### src/rtl/alu_writeback.sv
// ALU write-back stage: buffers ALU results in a small FIFO and drains them
// through a valid/ack register-write port, publishing a pending-destination mask.
module alu_writeback #(
    parameter int unsigned DATA_W = 8,
    parameter int unsigned ADDR_W = 2,
    parameter int unsigned DEPTH  = 4
) (
    input  logic                        clk,
    input  logic                        reset,
    input  logic                        flush,
    input  logic                        res_valid,
    input  logic [DATA_W-1:0]           res_data,
    input  logic [ADDR_W-1:0]           res_dest,
    output logic                        res_ready,
    output logic                        wb_valid,
    output logic [ADDR_W-1:0]           wb_addr,
    output logic [DATA_W-1:0]           wb_data,
    input  logic                        wb_ack,
    output logic [(2**ADDR_W)-1:0]      pend_mask,
    output logic                        zero_flag,
    output logic [$clog2(DEPTH):0]      count,
    output logic                        drained
);

    localparam int unsigned PTR_W = $clog2(DEPTH);
    localparam int unsigned CNT_W = PTR_W + 1;
    localparam int unsigned NREG  = 2**ADDR_W;

    logic [DATA_W-1:0] mem_data [DEPTH];
    logic [ADDR_W-1:0] mem_dest [DEPTH];
    logic [PTR_W-1:0]  wr_ptr;
    logic [PTR_W-1:0]  rd_ptr;

    logic              fifo_empty;
    logic              out_free;
    logic              accept;
    logic              pop;
    logic              bypass;
    logic              push_fifo;
    logic [CNT_W-1:0]  count_next;

    // Handshake decode: pop has priority over bypass into the output register
    always_comb begin
        fifo_empty = (count == '0);
        out_free   = !wb_valid || wb_ack;
        res_ready  = (count != CNT_W'(DEPTH));
        accept     = res_valid && res_ready && !flush;
        pop        = !fifo_empty && out_free;
        bypass     = fifo_empty && out_free && accept;
        push_fifo  = accept && !bypass;
        count_next = count + CNT_W'(push_fifo) - CNT_W'(pop);
        drained    = fifo_empty && !wb_valid;
    end

    // Pending-destination mask over live FIFO entries plus the output register
    always_comb begin
        logic [PTR_W-1:0] idx;
        pend_mask = '0;
        idx       = '0;
        for (int k = 0; k < DEPTH; k++) begin
            idx = PTR_W'(rd_ptr + PTR_W'(k));
            if (CNT_W'(k) < count) begin
                pend_mask[mem_dest[idx]] = 1'b1;
            end
        end
        if (wb_valid) begin
            pend_mask[wb_addr] = 1'b1;
        end
    end

    // FIFO storage; contents need no reset since count qualifies them
    always_ff @(posedge clk) begin
        if (push_fifo) begin
            mem_data[wr_ptr] <= res_data;
            mem_dest[wr_ptr] <= res_dest;
        end
    end

    // Pointers, count, output register and zero flag
    always_ff @(posedge clk or negedge reset) begin
        if (!reset) begin
            wr_ptr    <= '0;
            rd_ptr    <= '0;
            count     <= '0;
            wb_valid  <= 1'b0;
            wb_addr   <= '0;
            wb_data   <= '0;
            zero_flag <= 1'b0;
        end else begin
            if (wb_valid && wb_ack) begin
                zero_flag <= (wb_data == '0);
            end
            if (flush) begin
                wr_ptr   <= '0;
                rd_ptr   <= '0;
                count    <= '0;
                wb_valid <= 1'b0;
            end else begin
                count <= count_next;
                if (push_fifo) begin
                    wr_ptr <= PTR_W'(wr_ptr + PTR_W'(1));
                end
                if (pop) begin
                    rd_ptr   <= PTR_W'(rd_ptr + PTR_W'(1));
                    wb_valid <= 1'b1;
                    wb_addr  <= mem_dest[rd_ptr];
                    wb_data  <= mem_data[rd_ptr];
                end else if (bypass) begin
                    wb_valid <= 1'b1;
                    wb_addr  <= res_dest;
                    wb_data  <= res_data;
                end else if (out_free) begin
                    wb_valid <= 1'b0;
                end
            end
        end
    end

    // NREG documents the mask width; referenced to keep the intent explicit
    logic unused_nreg;
    assign unused_nreg = (NREG == (2**ADDR_W));

endmodule

### config.mk
export PLATFORM = sky130hd
export DESIGN_NAME = alu_writeback
export DESIGN_NICKNAME = d
export VERILOG_FILES = /design/src/rtl/alu_writeback.sv
export SDC_FILE = /design/constraint.sdc
export NUM_CORES = 1
export LEC_CHECK = 0
export ABC_AREA = 1
export BUFFER_PORTS_ARGS = -buffer_cell sky130_fd_sc_hd__clkbuf_2
export CAP_MARGIN = 15
export CORE_MARGIN = 2
export CORE_UTILIZATION = 32
export CTS_CLUSTER_DIAMETER = 200
export DETAILED_ROUTE_END_ITERATION = 7
export GPL_ROUTABILITY_DRIVEN = 1
export SLEW_MARGIN = 25
export SYNTH_ARGS = -nofsm -noshare
export SYNTH_HDL_FRONTEND = slang
export SYNTH_SLANG_ARGS = --single-unit
export TNS_END_PERCENT = 5
### constraint.sdc
create_clock -name clk -period 2.8 [get_ports clk]
set_input_delay 0.7 -clock clk [delete_from_list [all_inputs] [get_ports clk]]
set_output_delay 0.7 -clock clk [all_outputs]
set_load 0.01 [all_outputs]
======== Word level (Yosys, flattened, before mapping) ========
Memory sizes are Yosys's and may differ from the RTL's.
Cells that the tools add are included.
storage, ports and cells
  register bits ........................... 19
  bits in writable memories ............... 40
  bits of input ports ..................... 15
  output and inout bits ................... 21
  memories kept ........................... 2
memories
  memory    depth  width  read ports  clocked after Yosys merged registers in  write ports  line  RTL
  mem_data  4      8      1           0                                        1            29    logic [DATA_W-1:0] mem_data [DEPTH];
  mem_dest  4      2      4           0                                        1            30    logic [ADDR_W-1:0] mem_dest [DEPTH];
operators by class
  add/subtract/negate cells ............... 6
  $lt $le $gt $ge ......................... 14
  eq/ne operators ......................... 1
  mux-type cells .......................... 30
  bitwise operators ....................... 5
  reduce and logical (&&, ||, !) cells .... 25
operators with widths
  kind                   number
  $mux W4                5
  $mux W8                2
  $or A4 B4 Y4           4
  $lt A2 B3 Y1 const B   5
  $logic_and A1 B1 Y1    13
  $mux W2                6
  $mux W1                11
  $demux W1 S2           5
  $ge A2 B1 Y1 const B   5
  $logic_not A8 Y1       1
  $lt A1 B3 Y1 const A   2
  $lt A2 B3 Y1 const A   2
  $reduce_bool A2 Y1     3
  $add A2 B1 Y2 const B  2
  $add A2 B2 Y2 const B  2
  $logic_not A1 Y1       4
  $reduce_bool A4 Y1     1
  $add A3 B1 Y3          1
  $logic_not A3 Y1       1
  $mux W3                1
  $ne A3 B3 Y1 const B   1
  $sub A3 B1 Y3          1
  $reduce_and A2 Y1      1
  $logic_or A1 B1 Y1     1
  $not A1 Y1             1

======== Longest topological paths before layout ========
An unclocked memory read counts as a cell.
  word-level depth ........................ 14
  gate-level depth with buffers ........... 12
  gate-level depth less buffers ........... 12

======== Least setup slack after synthesis ========
Ideal clock, no wire load.
  path kind ............................... input port to flip-flop
  from .................................... input port wb_ack
  to ...................................... register count[2]
  setup time .............................. 0.123 ns
  data arrival time ....................... 2.178 ns
  required time ........................... 2.677 ns
  slack ................................... 0.499 ns
  stages .................................. 11
  cell sequence ........................... nor2_2 inv_1 nand2_1 nand3_2 ha_1 inv_1 ha_1 inv_1 fa_1 o21ai_0 a21oi_1
between the ends
  cells in the longest elaborated chain, start to end .. 8
  elaborated cells between the ends (all ways) .. 9
ends and longest elaborated chain
  what                              line  RTL
  from (decl)                       18    input logic wb_ack,
  $logic_or A1 B1 Y1 *              45    out_free = !wb_valid || wb_ack;
  $logic_and A1 B1 Y1 (2 in a row)  49    bypass = fifo_empty && out_free && accept;
  $logic_not A1 Y1                  50    push_fifo = accept && !bypass;
  $logic_and A1 B1 Y1               50
  $add A3 B1 Y3                     51    count_next = count + CNT_W'(push_fifo) - CNT_W'(pop);
  $sub A3 B1 Y3 *                   51
  $mux W3 *                         93    if (flush) begin
  to (signal assigned)              99    count <= count_next;
  to (decl)                         21    output logic [$clog2(DEPTH):0] count,
Mark *: on every way between the ends. The rest lies on a longest branch, timed or not.
A chain may end at the register's enable or synchronous reset.

======== Final worst setup path ========
  from .................................... register count[2]
  to ...................................... output port pend_mask[3]
between the ends
  cells in the longest elaborated chain, start to end .. 10
  elaborated cells between the ends (all ways) .. 13
ends and longest elaborated chain
  what                    line  RTL
  $lt A1 B3 Y1            62    if (CNT_W'(k) < count) begin
  $mux W4                 62
  $or A4 B4 Y4 (no line)  --
  $mux W4                 62
  $or A4 B4 Y4 (no line)  --
  $mux W4                 62
  $or A4 B4 Y4 (no line)  --
  $mux W4 *               62
  $or A4 B4 Y4 (no line)  --
  $mux W4 *               66    if (wb_valid) begin
  to (decl)               19    output logic [(2**ADDR_W)-1:0] pend_mask,
Marks and branches as above.

==> results.sh <==
export IMPL_ir_drop_mv=0.662
export IMPL_syn_area_mm2=0.00299
export IMPL_pwr_share_clk_pct=22.9
export IMPL_status="completed"
export IMPL_syn_nets=363
export IMPL_ant_nets=0
export IMPL_grt_max_degree=21
export IMPL_fmax_mhz=380
export IMPL_vias_per_cell=4.72
export IMPL_cp_start_kind="flip-flop"
export IMPL_fp_dieH_um=101
export IMPL_syn_inst=339
export IMPL_setup_viol=0
export IMPL_grt_pass1_wl_mm=11.0
export IMPL_tightest_slew_ps=590
export IMPL_place_area_mm2=0.00328
export IMPL_cts_buffers=9
export IMPL_grt_ovfl_total=0
export IMPL_yosysUniqueCellTypes=21
export IMPL_cts_tree="yes"
export IMPL_start_util_pct=32.6
export IMPL_wl_per_cell_um=13.2
export IMPL_power_internal_mw=2.21
export IMPL_p_per_area_mw_per_mm2=1080
export IMPL_max_slew_margin_pct=60.5
export IMPL_slew_viol_final=0
export IMPL_clkSlewWorstSetupHoldPaths_ps=60
export IMPL_diodes=0
export IMPL_fp_row_count=35
export IMPL_netlist_top_cells_area="edfxtp_1, dfrtp_1, nand2_1, nor2_1, ha_1"
export IMPL_utilization_pct=38.4
export IMPL_grt_antenna_before_repair=0
export IMPL_yosys_warnings=0
export IMPL_period_minus_slack_ps=2630
export IMPL_rsz0062_at_grt="no"
export IMPL_skew_ps=7.34
export IMPL_die_area_mm2=0.0101
export IMPL_hp_class="primary input to async pin"
export IMPL_post_cts_buffers=0
export IMPL_p_seq_share_pct=33.2
export IMPL_drt_iter0_drc=109
export IMPL_finalCritPeriodShare_pct=94.1
export IMPL_crit_arrival_ps=1930
export IMPL_routed_wl_mm=6.63
export IMPL_yosysSeqAreaShare_pct=56.2
export IMPL_fin_tns_setup_ps=0
export IMPL_clkLatencyLatePin_ps=330
export IMPL_drv_cap=0
export IMPL_io_buffers=35
export IMPL_crit_type="flip-flop to output pin"
export IMPL_synth_top_area_share_pct=40.2
export IMPL_place_congestion=0.784
export IMPL_dp_hpwl_mm=4.71
export IMPL_htreeDepth=3
export IMPL_area_delta_synth_final_pct=17.8
export IMPL_grt_pass1_vias=2301
export IMPL_yosys_area_top_type="edfxtp_1"
export IMPL_root_buffer="clkbuf_8"
export IMPL_drcViolationCount=0
export IMPL_combPwrFrac_pct=43.9
export IMPL_synth_seq_cells=59
export IMPL_hold_viol=0
export IMPL_nets=409
export IMPL_drive_gt1_share_pct=19.2
export IMPL_core_area_mm2=0.00915
export IMPL_io_pins=36
export IMPL_cts_sinks=59
export IMPL_critPathCaptureType="output pin"
export IMPL_avgSynthCellArea_um2=8.81
export IMPL_grt_total_usage_pct=14.4
export IMPL_cts_hold_buf=0
export IMPL_dr_pass1_iters=5
export IMPL_p_sw_mw=1.59
export IMPL_required_ps=2100
export IMPL_fin_area_mm2=0.00352
export IMPL_static_leakage_power_nw=1.61
export IMPL_die_x_um=101
export IMPL_crit_path_max_fanout=8
export IMPL_clock_path_buffers=2
export IMPL_vias=2367
export IMPL_switching_share_pct=41.8
[registers in the layout, indices dropped and copies added (netlist names)]
| signal | flops |
|---|---|
| mem_data | 32 |
| mem_dest | 8 |
| wb_data | 8 |
| count | 3 |
| rd_ptr | 2 |
| wb_addr | 2 |
| wr_ptr | 2 |
| wb_valid | 1 |
| zero_flag | 1 |
[critical path: stages (launching register included)]
cell      delay (ps)
dfrtp_1          560
inv_1            110
ha_1             240
a21oi_1          210
nand3_1          140
nor2_1           120
nor2_1            50
nand2_1           60
clkbuf_2         120
[routing by layer]
metal	vias to the layer above	routed length [um]	GRT usage [%]
li1	1191	-	-
met1	1118	2900	17.7
met2	50	3360	24.9
met3	8	276	2.22
met4	0	94	6.32
met5	-	0	0
[synth_stat cells]
library cell	n
nand2_2	4
nor2_1	46
dfrtp_1	19
clkinv_1	2
inv_2	5
buf_6	5
nor2_4	2
o21ai_0	15
nand3_2	2
a21oi_1	5
nand3_1	20
o21ai_1	2
nand2_1	122
o211ai_1	2
edfxtp_1	40
inv_1	25
fa_1	1
nand4_1	9
nor2_2	4
buf_4	1
ha_1	8
[area by class of cell]
type	instances	area (um^2)
inverters	32	120
well taps	111	139
flip-flops and latches	59	1680
clock buffers	12	155
clock inverters	4	72.6
fillers	899	5640
multi-input cells	242	1130
repair buffers	41	220
[cells by family after synthesis]
kind of cell	Yosys count	synth area share [%]
fa+ha+maj	9	4.02
flops	59	56.2
buf+inv	38	6.16
compound gates	24	4.19
simple gates	209	29.5
[cell usage in the layout (no fill, tap or decap)]
| cell | instances |
|---|---|
| nand2_1 | 122 |
| nor2_1 | 46 |
| edfxtp_1 | 40 |
| clkbuf_2 | 35 |
| inv_1 | 25 |
| nand3_1 | 20 |
| dfrtp_1 | 17 |
| o21ai_0 | 15 |
| clkbuf_8 | 11 |
| nand4_1 | 9 |
| ha_1 | 8 |
| buf_4 | 6 |
| a21oi_1 | 5 |
| inv_2 | 5 |
| nand2_2 | 4 |
| nor2_2 | 3 |
| nor2_4 | 3 |
| nand3_2 | 2 |
| o21ai_1 | 2 |
| clkinv_1 | 2 |
| o211ai_1 | 2 |
| bufinv_16 | 2 |
| dfrtp_2 | 2 |
| fa_1 | 1 |
| clkbuf_1 | 1 |
| clkinvlp_4 | 1 |
| clkinv_2 | 1 |
[power groups by stage]
stage,Clock (mW),Sequential (mW),Combinational [mW]
final,0.869,1.26,1.67
after global routing,0.921,1.29,1.93
after CTS,0.881,1.26,1.69
after detailed placement,0,1.27,1.68
after global placement,0,1.27,1.65
after floorplan,0,1.26,1.17
[through the flow]
stage | setup slack [ps] | hold WS, ps | instances | power (mW)
floorplan | 499 | 404 | 339 | 2.43
global placement | 317 | 482 | 485 | 2.92
detailed placement | 254 | 486 | 485 | 2.96
CTS | 94.0 | 342 | 501 | 3.83
global route | 18.5 | 368 | 501 | 4.14
finish | 165 | 334 | 501 | 3.80
[final timing paths]
check / slack, ps / end / from / cells after the start
worst min-delay path: 330 / count[1] / reset / 1
worst min register to register: 500 / zero_flag / zero_flag / 2
max in group asynchronous: 2080 / rd_ptr[0] / reset / 1
worst max-delay path: 170 / pend_mask[3] / count[2] / 8
worst max register to register: 530 / count[2] / wb_valid / 12
min in group clk: 500 / zero_flag / zero_flag / 2
[repair_timing]
| item | in CTS | in global routing |
|---|---|---|
| endpoints found under the hold margin | 0 | 0 |
| gates resized for setup | 0 | 3 |
| endpoints found under the setup margin | 0 | 4 |
(Power assumes the default switching activity.)
